[src/rtl/dispense_pkg.sv]
// dispense_pkg: shared types and defaults for the dispense scheduler.
// Provides the scheduler state type, the requester count and default durations.
package dispense_pkg;
   localparam int NREQ = 4;
   localparam int DUR0_DEF = 88;
   localparam int DUR1_DEF = 80;
   localparam int DUR2_DEF = 56;
   localparam int DUR3_DEF = 32;
   typedef enum logic [1:0] {
      ST_IDLE = 2'd0,
      ST_RUN  = 2'd1,
      ST_GAP  = 2'd2
   } state_t;
endpackage

[src/rtl/rr_pick4.sv]
// rr_pick4: combinational 4-way round-robin picker.
// Ports: pending - candidate requests; last - previous winner;
//        idx - first set bit searching upward from last+1 (wrapping); valid - any pending.
module rr_pick4
   import dispense_pkg::*;
(
   input  logic [NREQ-1:0] pending,
   input  logic [1:0]      last,
   output logic [1:0]      idx,
   output logic            valid
);
   // Walk from farthest to nearest so the nearest candidate after last wins.
   always_comb begin
      idx = '0;
      for (int k = NREQ; k >= 1; k--)
         if (pending[last + 2'(k)]) idx = last + 2'(k);
   end
   assign valid = |pending;
endmodule

[src/rtl/dispense_sched.sv]
// dispense_sched: round-robin scheduler for one shared timed output channel.
// Ports: sysclk/rst - clock and async active-high reset; tick - time base pulse;
//        req - request levels (rising edge posts a job); abort - ends running job;
//        out - shared timed output; grant - one-hot owner during RUN; busy - RUN or GAP;
//        done/done_id - completion pulse and owner; pending - latched unserved jobs.
module dispense_sched
   import dispense_pkg::*;
#(
   parameter int CW   = 9,
   parameter int DUR0 = DUR0_DEF,
   parameter int DUR1 = DUR1_DEF,
   parameter int DUR2 = DUR2_DEF,
   parameter int DUR3 = DUR3_DEF,
   parameter int GAP  = 8
)(
   input  logic            sysclk,
   input  logic            rst,
   input  logic            tick,
   input  logic [NREQ-1:0] req,
   input  logic            abort,
   output logic            out,
   output logic [NREQ-1:0] grant,
   output logic            busy,
   output logic            done,
   output logic [1:0]      done_id,
   output logic [NREQ-1:0] pending
);
   if (DUR0 < 1 || DUR1 < 1 || DUR2 < 1 || DUR3 < 1 || GAP < 0 ||
       DUR0 >= 2**CW || DUR1 >= 2**CW || DUR2 >= 2**CW || DUR3 >= 2**CW || GAP >= 2**CW) begin : g_bad_param
      $error("dispense_sched: duration or gap does not fit the counter width");
   end
   localparam logic [CW-1:0] GAP_CNT = CW'(GAP);
   state_t          state;
   logic [CW-1:0]   cnt, dur;
   logic [1:0]      rr_last, w;
   logic [NREQ-1:0] req_q, rise, take;
   logic            valid, start, stop, fin;
   rr_pick4 u_pick (
      .pending(pending),
      .last   (rr_last),
      .idx    (w),
      .valid  (valid)
   );
   assign rise  = req & ~req_q;
   assign start = state == ST_IDLE && valid;
   assign take  = start ? NREQ'(1) << w : '0;
   assign dur   = w == 2'd0 ? CW'(DUR0) : w == 2'd1 ? CW'(DUR1) : w == 2'd2 ? CW'(DUR2) : CW'(DUR3);
   // Abort overrides completion, so a job aborted on its last tick reports no done.
   assign stop  = state == ST_RUN && (abort || (tick && cnt == CW'(1)));
   assign fin   = state == ST_RUN && !abort && tick && cnt == CW'(1);
   always_ff @(posedge sysclk or posedge rst) begin
      if (rst) begin
         state   <= ST_IDLE;
         cnt     <= '0;
         rr_last <= 2'd3;
         req_q   <= '0;
         pending <= '0;
         out     <= 1'b0;
         grant   <= '0;
         busy    <= 1'b0;
         done    <= 1'b0;
         done_id <= 2'd0;
      end else begin
         req_q   <= req;
         // A rise in the select cycle re-posts the job being taken.
         pending <= (pending & ~take) | rise;
         done    <= fin;
         if (fin) done_id <= rr_last;
         if (start) begin
            state   <= ST_RUN;
            busy    <= 1'b1;
            out     <= 1'b1;
            grant   <= take;
            rr_last <= w;
            cnt     <= dur;
         end else if (stop) begin
            out   <= 1'b0;
            grant <= '0;
            state <= GAP == 0 ? ST_IDLE : ST_GAP;
            busy  <= GAP != 0;
            cnt   <= GAP_CNT;
         end else if (state != ST_IDLE && tick) begin
            cnt <= cnt - CW'(1);
            if (state == ST_GAP && cnt == CW'(1)) begin
               state <= ST_IDLE;
               busy  <= 1'b0;
            end
         end
      end
   end
endmodule

[config.mk]
export PLATFORM = sky130hd
export DESIGN_NAME = dispense_sched
export DESIGN_NICKNAME = d
export VERILOG_FILES = /design/src/rtl/dispense_pkg.sv /design/src/rtl/rr_pick4.sv /design/src/rtl/dispense_sched.sv
export SDC_FILE = /design/constraint.sdc
export NUM_CORES = 1
export LEC_CHECK = 0
export BUFFER_PORTS_ARGS = -buffer_cell sky130_fd_sc_hd__buf_4
export CAP_MARGIN = 20
export CORE_MARGIN = 3
export CORE_UTILIZATION = 55
export DETAILED_ROUTE_END_ITERATION = 16
export GPL_TIMING_DRIVEN = 0
export PLACE_DENSITY = 0.89
export RECOVER_POWER = 50
export SLEW_MARGIN = 20
export SYNTH_ARGS = -nofsm -noshare
export SYNTH_HDL_FRONTEND = slang
export SYNTH_HIERARCHICAL = 1
export SYNTH_SLANG_ARGS = --single-unit
[constraint.sdc]
create_clock -name sysclk -period 2.5 [get_ports sysclk]
set_input_delay 0 -clock sysclk [delete_from_list [all_inputs] [get_ports sysclk]]
set_output_delay 0 -clock sysclk [all_outputs]
set_load 0.03 [all_outputs]
Yosys cells after proc, flatten, opt, wreduce, memory -nomap -nowiden. Cells that the tools add are included.

Flip-flop bits (word level): 30. Logic and storage cells: 78. Input bits: 8. Output and inout bits: 13.

Muxes and demuxes: 31. Reductions and logical operators: 18. Add/sub/neg operators: 4. Bitwise gates (word level): 5. Magnitude comparators: 4. Equality and inequality tests: 5. Shift-type cells: 1.

Operators by type and width (number): 9-bit two-way mux (3); 2-bit two-way mux (8); 7-bit two-way mux (2); 2-bit by 3-bit < comparator with 1-bit output, second input constant (4); 4-bit two-way mux (3); 1-bit two-way mux (10); 9-bit by 1-bit equality test with 1-bit output, second input constant (1); 9-bit by 1-bit subtractor with 9-bit output, second input constant (1); 4-bit AND (2); 1-bit binary-select mux with 2-bit select (4); 1-bit logical AND (8); 4-bit NOT (2); 3-bit nonzero test (2); 5-bit two-way mux (1); 2-bit adder, second input constant (2); 2-bit by 1-bit equality test with 1-bit output, second input constant (2); 2-bit equality test, second input constant (2); 2-bit zero test (2); 4-bit bitwise OR (1); 2-bit nonzero test (2); 4-bit OR reduction (1); 1-bit by 2-bit left shift with 4-bit output, first input constant (1); 2-bit by 1-bit adder with 2-bit output, second input constant (1); 2-bit AND reduction (1); 2 further kinds (2).

Logic depth before layout (Yosys ltp). Gate-level depths: netlist of the first run.

Depth in word-level cells: 11. Gate-level depth with buffers: 7.

By module. The synthesis of the first run kept the hierarchy.

Modules (own cells, without submodules): dispense_sched (area each 1363.8 um^2, times used 1, cells each 127); rr_pick4 (area each 91.3 um^2, times used 1, cells each 14).

Least setup slack after synthesis of the first run. No wires, ideal clock.

Kind: register to register. Start point: register pending[0]. End point: register cnt[6]. Arrival: 1.801 ns. Path slack: 0.634 ns. Period minus slack after synthesis: 1.866 ns. Required time: 2.434 ns. Stages on the path, launching flop included: 8. Path buffers: 0. Setup time: 0.066 ns. Cell sequence: dfrtp_1 -> a21oi_1 -> a31oi_1 -> a21oi_1 -> nor4b_1 -> a211oi_1 -> a41oi_1 -> o221a_2.

Cells in the longest elaborated chain, start to end: 10. Elaborated cells between the ends (all ways): 20. Classes of those cells: eq/ne: 1; mux: 15; reduce/logical: 4.

RTL lines: from (decl) (line dispense_sched.sv:26) `output logic [NREQ-1:0] pending`; from (signal assigned) (line dispense_sched.sv:66) `pending <= (pending & ~take) | rise;`; 1-bit binary-select mux with 2-bit select (line rr_pick4.sv:16) `if (pending[last + 2'(k)]) idx = last + 2'(k);`; 1-bit two-way mux (not written as such) (line rr_pick4.sv:16); 2-bit two-way mux (3 in a row) (line rr_pick4.sv:16); 2-bit two-way mux * (line rr_pick4.sv:16); net w[1] (line dispense_sched.sv:35) `logic [1:0] rr_last, w;`; 2-bit by 1-bit equality test with 1-bit output (line dispense_sched.sv:47) `assign dur = w == 2'd0 ? CW'(DUR0) : w == 2'd1 ? CW'(DUR1) : w == 2'd2 ? CW'(DUR2) : CW'(DUR3);`; 7-bit two-way mux (line dispense_sched.sv:47); 7-bit two-way mux * (line dispense_sched.sv:47); 9-bit two-way mux * (line dispense_sched.sv:69) `if (start) begin`; to (signal assigned) (line dispense_sched.sv:75) `cnt <= dur;`; to (signal assigned) (line dispense_sched.sv:83) `cnt <= cnt - CW'(1);`; to (decl) (line dispense_sched.sv:34) `logic [CW-1:0] cnt, dur;`.

Mark *: on every way through the listed nets, which the timed path passes. The rest lies on a longest branch. The select of a mux whose other input is x is not followed. A chain may end at the register's enable or synchronous reset.

Worst setup path in the final report of the first run.
Start point: register rr_last[1]. End point: register cnt[6].

Cells in the longest elaborated chain, start to end: 10. Elaborated cells between the ends (all ways): 20. Classes of those cells: add/sub: 3; eq/ne: 1; mux: 15; reduce/logical: 1.

RTL lines: from (decl) (line dispense_sched.sv:35); from (signal assigned) (line dispense_sched.sv:74) `rr_last <= w;`; 2-bit adder or 1-bit binary-select mux with 2-bit select (tied branches) (line rr_pick4.sv:16); 1-bit binary-select mux with 2-bit select or 1-bit two-way mux (tied branches) (line rr_pick4.sv:16); 1-bit two-way mux (not written as such) or 2-bit two-way mux (tied branches) (line rr_pick4.sv:16); 2-bit two-way mux (2 in a row) (line rr_pick4.sv:16); 2-bit two-way mux * (line rr_pick4.sv:16); net w[1] (line dispense_sched.sv:35); 2-bit by 1-bit equality test with 1-bit output (line dispense_sched.sv:47); 7-bit two-way mux (line dispense_sched.sv:47); 7-bit two-way mux * (line dispense_sched.sv:47); 9-bit two-way mux * (line dispense_sched.sv:69).

Marked as above.

==> results of run 1 <==
stage by stage:
stage | worst slack (ns) | instances | total power [µW] | hold WS [ns]
after CTS | 0.269 | 207 | 1650 | 0.301
after global placement | 0.428 | 191 | 1290 | 0.119
after floorplan | 0.634 | 141 | 1150 | 0.0314
after detailed placement | 0.338 | 191 | 1330 | 0.120
after global routing | 0.149 | 207 | 1740 | 0.325
final | 0.285 | 207 | 1640 | 0.329
final cells by class:
class	count	area [µm²]	share of cell area, %
inverter	15	56.3	3.16
sequential	30	753	42.3
clock inverter	2	12.5	0.703
clock buffer	6	51.3	2.88
buffer	3	11.3	0.633
tap	30	37.5	2.11
timing repair buffer	28	223	12.5
multi-input combinational	93	634	35.7
layout by cell type, fill, tap and decap left out, types with 2 or more instances in the layout:
| cell type | instances |
|---|---|
| dfrtp_1 | 28 |
| a41oi_1 | 2 |
| nand2_1 | 15 |
| o21ai_0 | 12 |
| dfstp_2 | 2 |
| mux2_4 | 2 |
| buf_4 | 13 |
| nand2b_1 | 6 |
| a31oi_1 | 2 |
| nor4_1 | 2 |
| inv_1 | 15 |
| a21oi_1 | 3 |
| xor2_1 | 3 |
| clkbuf_4 | 10 |
| ha_1 | 2 |
| dlygate4sd3_1 | 8 |
| o21a_1 | 2 |
| clkbuf_1 | 5 |
| nand3_1 | 3 |
| o2bb2ai_1 | 2 |
| nor3b_1 | 2 |
| o21ai_1 | 2 |
| a211oi_1 | 2 |
| o221a_2 | 3 |
| nor2_1 | 10 |
layer usage:
metal  vias up  routed length [µm]  GRT usage [%]
li1        569                   -              -
met1       563                1300           25.7
met2        31                1580           34.4
met3         5                 147           7.47
met4         0                  31           6.95
met5         -                   0              0
critical path, cell delays in order (launching register included):
cell and delay, ns:
dfstp_2 0.61, a21oi_1 0.08, a31oi_1 0.14, a21oi_1 0.16
nor4b_1 0.63, a211oi_1 0.11, a41oi_1 0.21, o221a_2 0.21
state kept, by name (all words and copies together) (netlist names):
signal and count:
done_id 2, rr_last 2, cnt 9, out 1
grant 4, req_q 4, busy 1, state 2
pending 4, done 1
where the power goes:
group / internal [µW] / switching, µW
combinational: 247 / 322
clock: 135 / 175
sequential: 616 / 142
total: 998 / 640
worst paths after layout:
path / startpoint / to / cells past startpoint
max: rr_last[1] / cnt[6] / 7
min: req[2] / req_q[2] / 2
max reg2reg: rr_last[1] / cnt[6] / 7
min reg2reg: req_q[1] / pending[1] / 1
max in group asynchronous: rst / req_q[1] / 3
min in group asynchronous: rst / done_id[0] / 3
cell families after synthesis:
group,after synthesis,share of synthesized area (%)
compound gates,36,17.6
flops,30,51.8
simple gates,48,19.1
fa+ha+maj,2,1.72
buf+inv,18,4.64
mux,3,2.75
xor+xnor,4,2.41
==> results.ini, run 1 <==
[synth]
synth_fp_nets = 151
yosys-top-cells-count = 28 x dfrtp_1, 15 x inv_1, 15 x nand2_1, 12 x o21ai_0, 10 x nor2_1
synth-main-ff-cell = dfrtp_1
synth_top_area_cell = dfrtp_1
ys_seq_area_share_pct = 51.8
yosys_register_bits = 30
synth_edf_count = 0
async_flop_share_pct = 100
ys_warn_count = 6
yosysMostFrequentCell = dfrtp_1
synth_top_cell_area_share_pct = 48.2
synthesis.area_um2 = 1460
synthTopCellsByArea = dfrtp_1 48%, o21ai_0 4.1%, inv_1 3.9%
syn_area_per_cell_um2 = 10.3
synthCells = 141
ys_types = 40

[clock_network]
tritoncts = yes
htree_levels = 2
cts_resized = 0
cts.sinks = 30
clk_pin_slew_worst_paths_ns = 0.10
clockRootBuffer = clkbuf_4
clk_latency_ns = 0.34
numCtsBuffers = 5
cts_setup_buffers = 0
cts_buffer_depth = 2
holdBufCountCts = 8

[die]
core-area_um2 = 2500
dieArea_um2 = 3300
row_count = 18
die_h_um = 57.4
die_w_um = 57.4
io_pins = 21
initial_utilization_pct = 58.2

[cells_and_area]
area_growth_pct = 22.3
design_area_um2 = 1780
fin_util_pct = 71.2
nets = 186
antenna_cells = 0
fill_cells = 174
drive_above_1_share_pct = 23.2

[timing]
rsz0062_at_grt = no
slew_headroom_pct = 27.2
drv_slew = 0
timing.final.crit_share_pct = 88.6
timing.fmax_ghz = 0.452
hold_viol = 0
worst_slew_pin_slew_ns = 1.09
min_period_ns = 2.21
fin_tns_setup_ns = 0
finClkSkew_ns = 0.00988
setup_violations = 0

[placement]
io_buffers = 20
dpl.hpwl_um = 2200
place_area_um2 = 1640
place.gp.congestion = 0.796

[routing]
via_per_inst = 5.64
drtPass1Iterations = 6
totalWireLength_um = 3070
route.detailed.drc = 0
via_count = 1168
drtIter0Drc = 43
wl_per_cell_um = 14.8
ant_nets = 0

[worst_setup_path]
rrSetupSlack_ns = 0.29
crit_type = flop to flop
required_ns = 2.78
end_kind = flop
crit_fanout = 8
crit_arrival_ns = 2.49
crit_path_start_kind = flop

[global_routing]
grt_max_degree = 31
track_usage_pct = 21.0
antenna_found_initial = 0
first_global_vias = 1189
grt_pass1_wl_um = 5240
grt_overflow_total = 0

[outcome]
status = completed

[hold_path]
hp-class = primary input to flop

[power_and_ir_drop]
power_leakage_uw = 0.000811
powerDensity_nw_per_um2 = 920
ir_drop_uv = 729

[job]
maxCapViolCount = 0

No activity file was read; power rests on OpenSTA's default activity.
==> run 2: changes to the inputs <==
- SYNTH_HIERARCHICAL: 1 -> not set
==> run 2 against run 1 <==
Against the previous run:
- clock power is 3% lower
- utilization rose by 3.4 points
- global-route usage barely moved
- sequential cell count stayed put
- die area shrank 0.30%
- final cell count rose by 0.97%
- critical endpoint is now pending[2]
- highest routed layer unchanged
==> results.ini, run 2 <==
[outcome]
status = completed

[synth]
synth.area.mux_share_pct = 2.24  ; -0.51 points
synthAdderAreaFrac_pct = 1.73  ; +0.0059 points
yosys.area_share.simple_pct = 18.5  ; -0.62 points
synthesis.area_um2 = 1450  ; -0.34%
yosys-top-cells-count = 28 x dfrtp_1, 22 x nand2_1, 13 x nor2_1, 11 x o21ai_0, 9 x inv_1
ys_seq_area_share_pct = 51.9  ; +0.18 points
synth_top_cell_area_share_pct = 48.3  ; +0.17 points
ys_warn_count = 0  ; -6
synth_compound_area_share_pct = 19.2  ; +1.6 points
synthCells = 146  ; +3.5%
synth_top_family_by_area = compound AO/OA/AOI/OAI gates
synthXorXnorAreaFrac_pct = 1.81  ; -0.60 points
yosys_register_bits = 30  ; unchanged
synth_fp_nets = 156  ; +3.3%
syn_area_per_cell_um2 = 9.93  ; -3.8%
synth-main-ff-cell = dfrtp_1
synthTopCellsByArea = dfrtp_1 48%, nand2_1 5.7%, o21ai_0 3.8%
synth_top_area_cell = dfrtp_1
ys_types = 42  ; +5.0%
yosysMostFrequentCell = dfrtp_1
async_flop_share_pct = 100  ; unchanged
synth_edf_count = 0  ; unchanged

[cells_and_area]
finalNonFillerCells = 209  ; +0.97%
final_common_cell = dfrtp_1
fin_util_pct = 74.6  ; +3.4 points
fill_cells = 173  ; -0.57%
seqCellArea_um2 = 753  ; unchanged
largest_reg_flops = 9  ; unchanged
area_growth_pct = 21.5
nets = 190  ; +2.2%
multi_input_area_um2 = 631  ; -0.59%
top_register = cnt
antenna_cells = 0  ; unchanged
final_cell_mix = 28 x dfrtp_1, 22 x nand2_1, 13 x nor2_1, 13 x buf_4, 11 x o21ai_0
drive_above_1_share_pct = 20.4  ; -2.7 points

[timing]
worst_slew_pin_slew_ns = 1.10  ; +0.0108 ns
setup_violations = 0  ; unchanged
rsz0062_at_grt = no
min_period_ns = 2.17  ; -0.0470 ns
timing.fmax_ghz = 0.461  ; +2.2%
fin_tns_setup_ns = 0  ; unchanged
drv_slew = 0  ; unchanged
hold_viol = 0  ; unchanged
finClkSkew_ns = 0.0125  ; +0.00263 ns
slew_headroom_pct = 26.5  ; -0.72 points
timing.final.crit_share_pct = 86.7  ; -1.9 points

[global_routing]
antenna_found_initial = 0  ; unchanged
grt_overflow_total = 0  ; unchanged
grt_pass1_wl_um = 5350  ; +2.2%
first_global_vias = 1257  ; +5.7%
grt_max_degree = 31  ; unchanged
track_usage_pct = 21.0  ; -0.027 points

[power_and_ir_drop]
power_leakage_uw = 0.000814  ; +0.33%
ir_drop_uv = 847  ; +16%
powerDensity_nw_per_um2 = 909  ; -1.2%

[worst_setup_path]
path_cells = clkbuf_1, mux2i_1, a2bb2oi_1, o21a_1, clkbuf_1, nand2_1, a22o_1
critical-path-max-stage-delay_ns = 0.52  ; -0.11 ns
crit_path_start_kind = flop
crit_top_cell = clkbuf_1
crit_arrival_ns = 2.38  ; -0.11 ns
reg2reg_to = pending[2]
crit_slowest_cell = dfstp_2
crit_type = flop to flop
required_ns = 2.71  ; -0.07 ns
crit_fanout = 10  ; +2
end_kind = flop
r2r_cells = 7  ; unchanged
r2r-start = rr_last[1]
rrSetupSlack_ns = 0.33  ; +0.05 ns

[clock_network]
tritoncts = yes
clk_latency_ns = 0.32  ; -0.02 ns
cts_resized = 0  ; unchanged
clockRootBuffer = clkbuf_4
cts_buffer_depth = 2  ; unchanged
clk_pin_slew_worst_paths_ns = 0.10  ; about the same
htree_levels = 2  ; unchanged
cts.sinks = 30  ; unchanged
numCtsBuffers = 5  ; unchanged

[placement]
placed_cells = 194  ; +1.6%
place.gp.congestion = 0.905  ; +14%
io_buffers = 20  ; unchanged
dpl.hpwl_um = 2200  ; +0.10%

[routing]
ant_nets = 0  ; unchanged
drtIter0Drc = 49  ; +14%
wl_per_cell_um = 14.7  ; -0.92%
totalWireLength_um = 3070  ; about the same
via_per_inst = 5.80  ; +2.9%
via_count = 1213  ; +3.9%
route.detailed.drc = 0  ; unchanged
drtPass1Iterations = 4  ; -2

[die]
row_count = 17  ; -1
core-area_um2 = 2360  ; -5.6%
dieArea_um2 = 3290  ; -0.30%
die_h_um = 57.4  ; -0.15%
die_w_um = 57.4  ; -0.15%
io_pins = 21  ; unchanged
initial_utilization_pct = 61.4  ; +3.2 points

[job]
maxCapViolCount = 0  ; unchanged

[hold_path]
hp-class = primary input to flop
holdPathEnd = state[1]
holdPathStages = 4  ; +2
min_from = tick

## run 2: cell types whose count changed after synthesis, moves of 3 or more
cell / previous run / this run
o221a_2: 3 / 0
nand2b_1: 6 / 3
nor3_1: 0 / 4
nor2_1: 10 / 13
nand2_1: 15 / 22
inv_1: 15 / 9
## run 2: critical path, delay by kind of cell (launching register included)
| kind | cells | cell delay (ns) |
|---|---|---|
| mux | 1 | 0.24 |
| compound gates | 3 | 0.51 |
| flops | 1 | 0.52 |
| simple gates | 1 | 0.15 |
| buf+inv | 2 | 0.64 |
## run 2: area by class of cell
cell class	count	share of cell area, %
Timing Repair Buffer	27	12.1
Clock inverter	2	0.710
Inverter	9	1.92
Tap cell	28	1.99
Buffer	4	1.85
Multi-Input combinational cell	103	35.8
Clock buffer	6	2.91
Sequential cell	30	42.8
## run 2: worst max path at each step
stage / to / start / slack [ns]
after CTS: pending[2] / rr_last[1] / 0.35
after floorplan: pending[0] / rr_last[1] / 0.68
after global routing: pending[2] / rr_last[1] / 0.17
final: pending[2] / rr_last[1] / 0.33
after detailed placement: pending[2] / rr_last[1] / 0.37
after global placement: pending[2] / rr_last[1] / 0.47
## run 2: through the flow
stage	cell area (µm²)	power, µW	hold WS, ns	setup WS (ns)
floorplan	1450	1130	0.0314	0.678
global placement	1640	1280	0.119	0.466
detailed placement	1640	1310	0.120	0.368
CTS	1770	1620	0.0645	0.351
global route	1760	1710	0.0785	0.169
finish	1760	1600	0.0841	0.332
## run 2: repair_timing
item                                   CTS  global route
hold buffers                             7             0
setup buffers                            0             0
endpoints found under the hold margin   33             0
## run 2: cell families after synthesis
family | after synthesis
and+or+nand+nor | 55
AOI/OAI and AO/OA | 40
xor gates and xnor gates | 3
buffers and inverters | 13
adders and majority gates | 2
DFF | 30
muxes | 3
## run 2: routing by layer
metal	GRT usage, %	vias to the layer above	routed length (µm)
met5	0	-	0
met4	9.93	0	70
met3	4.98	8	148
met2	35.0	39	1450
met1	25.4	585	1400
li1	-	581	-
## run 2: power breakdown
group	total [µW]	switching [µW]	internal, µW
Sequential	747	128	619
Combinational	553	328	225
Clock	302	166	135
Total	1600	623	979
==> run 3: changes to the inputs <==
- CTS_CLUSTER_SIZE: not set -> 16
- RECOVER_POWER: 50 -> not set
==> run 3 against run 2 <==
Against the previous run:
- routed wire length rose by 0.29%
- register-to-register slack hardly changed
- clock skew grew 0.0011 ns
- worst setup slack barely moved
- die area stayed put
- non-clock buffer count unchanged
- fmax about the same
- via count fell by 0.16%
- critical endpoint unchanged
- largest power group unchanged
==> results.ini, run 3 (synthesized netlist as in run 2, its figures left out) <==
[timing]
finClkSkew_ns = 0.0136  ; +0.00106 ns
min_period_ns = 2.17  ; +0.000103 ns
finalWorstSetupSlack_ns = 0.332  ; -0.000103 ns
timing.final.crit_share_pct = 86.7  ; about the same
hold_viol = 0  ; unchanged
holdWs_ns = 0.0842  ; +0.0000106 ns
drv_slew = 0  ; unchanged
rsz0062_at_grt = no
worst_slew_pin_slew_ns = 0.612  ; -0.489 ns
timing.fmax_ghz = 0.461  ; about the same
setup_violations = 0  ; unchanged
fin_tns_setup_ns = 0  ; unchanged
slew_headroom_pct = 59.1  ; +33 points

[worst_setup_path]
crit_arrival_ns = 2.38  ; about the same
crit_fanout = 10  ; unchanged
crit_path_start_kind = flop
crit_type = flop to flop
rrSetupSlack_ns = 0.33  ; about the same
end_kind = flop
required_ns = 2.71  ; about the same

[routing]
wl_per_cell_um = 14.7  ; +0.29%
via_per_inst = 5.79  ; -0.16%
drtIter0Drc = 49  ; unchanged
drtPass1Iterations = 4  ; unchanged
via_count = 1211  ; -0.16%
ant_nets = 0  ; unchanged
totalWireLength_um = 3080  ; +0.29%
route.detailed.drc = 0  ; unchanged

[clock_network]
numCtsBuffers = 5  ; unchanged
tritoncts = yes
clockRootBuffer = clkbuf_4
cts_buffer_depth = 2  ; unchanged
cts.sinks = 30  ; unchanged
holdBufCountCts = 7  ; unchanged
clk_latency_ns = 0.32  ; about the same
cts_setup_buffers = 0  ; unchanged
clk_pin_slew_worst_paths_ns = 0.10  ; about the same
htree_levels = 2  ; unchanged
cts_resized = 0  ; unchanged

[cells_and_area]
finalNonFillerCells = 209  ; unchanged
final_common_cell = dfrtp_1
drive_above_1_share_pct = 22.1  ; +1.7 points
final_cell_mix = 28 x dfrtp_1, 22 x nand2_1, 20 x buf_4, 13 x nor2_1, 11 x o21ai_0
largest_reg_flops = 9  ; unchanged
area_growth_pct = 22.0
antenna_cells = 0  ; unchanged
nets = 190  ; unchanged
design_area_um2 = 1770  ; +0.43%
top_register = cnt

[global_routing]
first_global_vias = 1257  ; unchanged
grt_pass1_wl_um = 5350  ; unchanged
grt_overflow_total = 0  ; unchanged
antenna_found_initial = 0  ; unchanged
track_usage_pct = 21.0  ; unchanged
grt_max_degree = 31  ; unchanged

[die]
core-area_um2 = 2360  ; unchanged
row_count = 17  ; unchanged
die_h_um = 57.4  ; unchanged
dieArea_um2 = 3290  ; unchanged
io_pins = 21  ; unchanged
initial_utilization_pct = 61.4  ; unchanged
die_w_um = 57.4  ; unchanged

[power_and_ir_drop]
powerDensity_nw_per_um2 = 910  ; +0.10%
ir_drop_uv = 849  ; +0.27%
power_leakage_uw = 0.000822  ; +0.94%

[placement]
placed_cells = 194  ; unchanged
io_buffers = 20  ; unchanged
place.gp.congestion = 0.905  ; unchanged
pre_cts_ws_ns = 0.368  ; unchanged
place_area_um2 = 1640  ; unchanged
dpl.hpwl_um = 2200  ; unchanged

[hold_path]
hp-class = primary input to flop

[outcome]
status = completed

[job]
maxCapViolCount = 0  ; unchanged

run 3: changes by cell type in the layout (fill, tap and decap cells not counted), sizes merged:
cell	delta
buf	+7
clkbuf	-7
run 3: cell type report:
cell class / count / area [µm²]
fillers: 169 / 592
inverters: 9 / 33.8
plain buffers: 4 / 32.5
clock inverters: 2 / 12.5
multi-input cells: 103 / 631
well taps: 28 / 35.0
flip-flops and latches: 30 / 753
repair buffers: 27 / 220
clock buffers: 6 / 51.3
run 3: final timing paths:
check,startpoint,end,cells past startpoint
max,rr_last[1],pending[2],7
min reg2reg,req_q[3],pending[3],1
min,tick,state[1],4
max reg2reg,rr_last[1],pending[2],7
max in group asynchronous,rst,cnt[1],3
min in group asynchronous,rst,cnt[4],3
run 3: metrics by stage:
stage	util (%)	total power, µW
2_1_floorplan	-	1130
3_3_place_gp	69.3	1280
3_5_place_dp	69.3	1310
4_1_cts	74.9	1620
5_1_grt	74.9	1720
6_report	74.9	1610
run 3: power by group:
part | switching (µW) | internal [µW] | leakage [µW]
Sequential | 129 | 619 | 0.000344
Combinational | 328 | 233 | 0.000443
Clock | 167 | 135 | 0.0000343
run 3: worst max-delay path, cell delays in order, from the launching register on:
cell	delay (ns)
dfstp_2	0.52
clkbuf_1	0.28
mux2i_1	0.24
a2bb2oi_1	0.17
o21a_1	0.13
clkbuf_1	0.36
nand2_1	0.15
a22o_1	0.21
run 3: metal layers:
metal	GRT usage, %	routed length [µm]	vias to the layer above
met3	4.98	147	8
met4	9.93	70	0
met2	35.0	1470	39
li1	-	-	579
met5	0	0	-
met1	25.4	1390	585
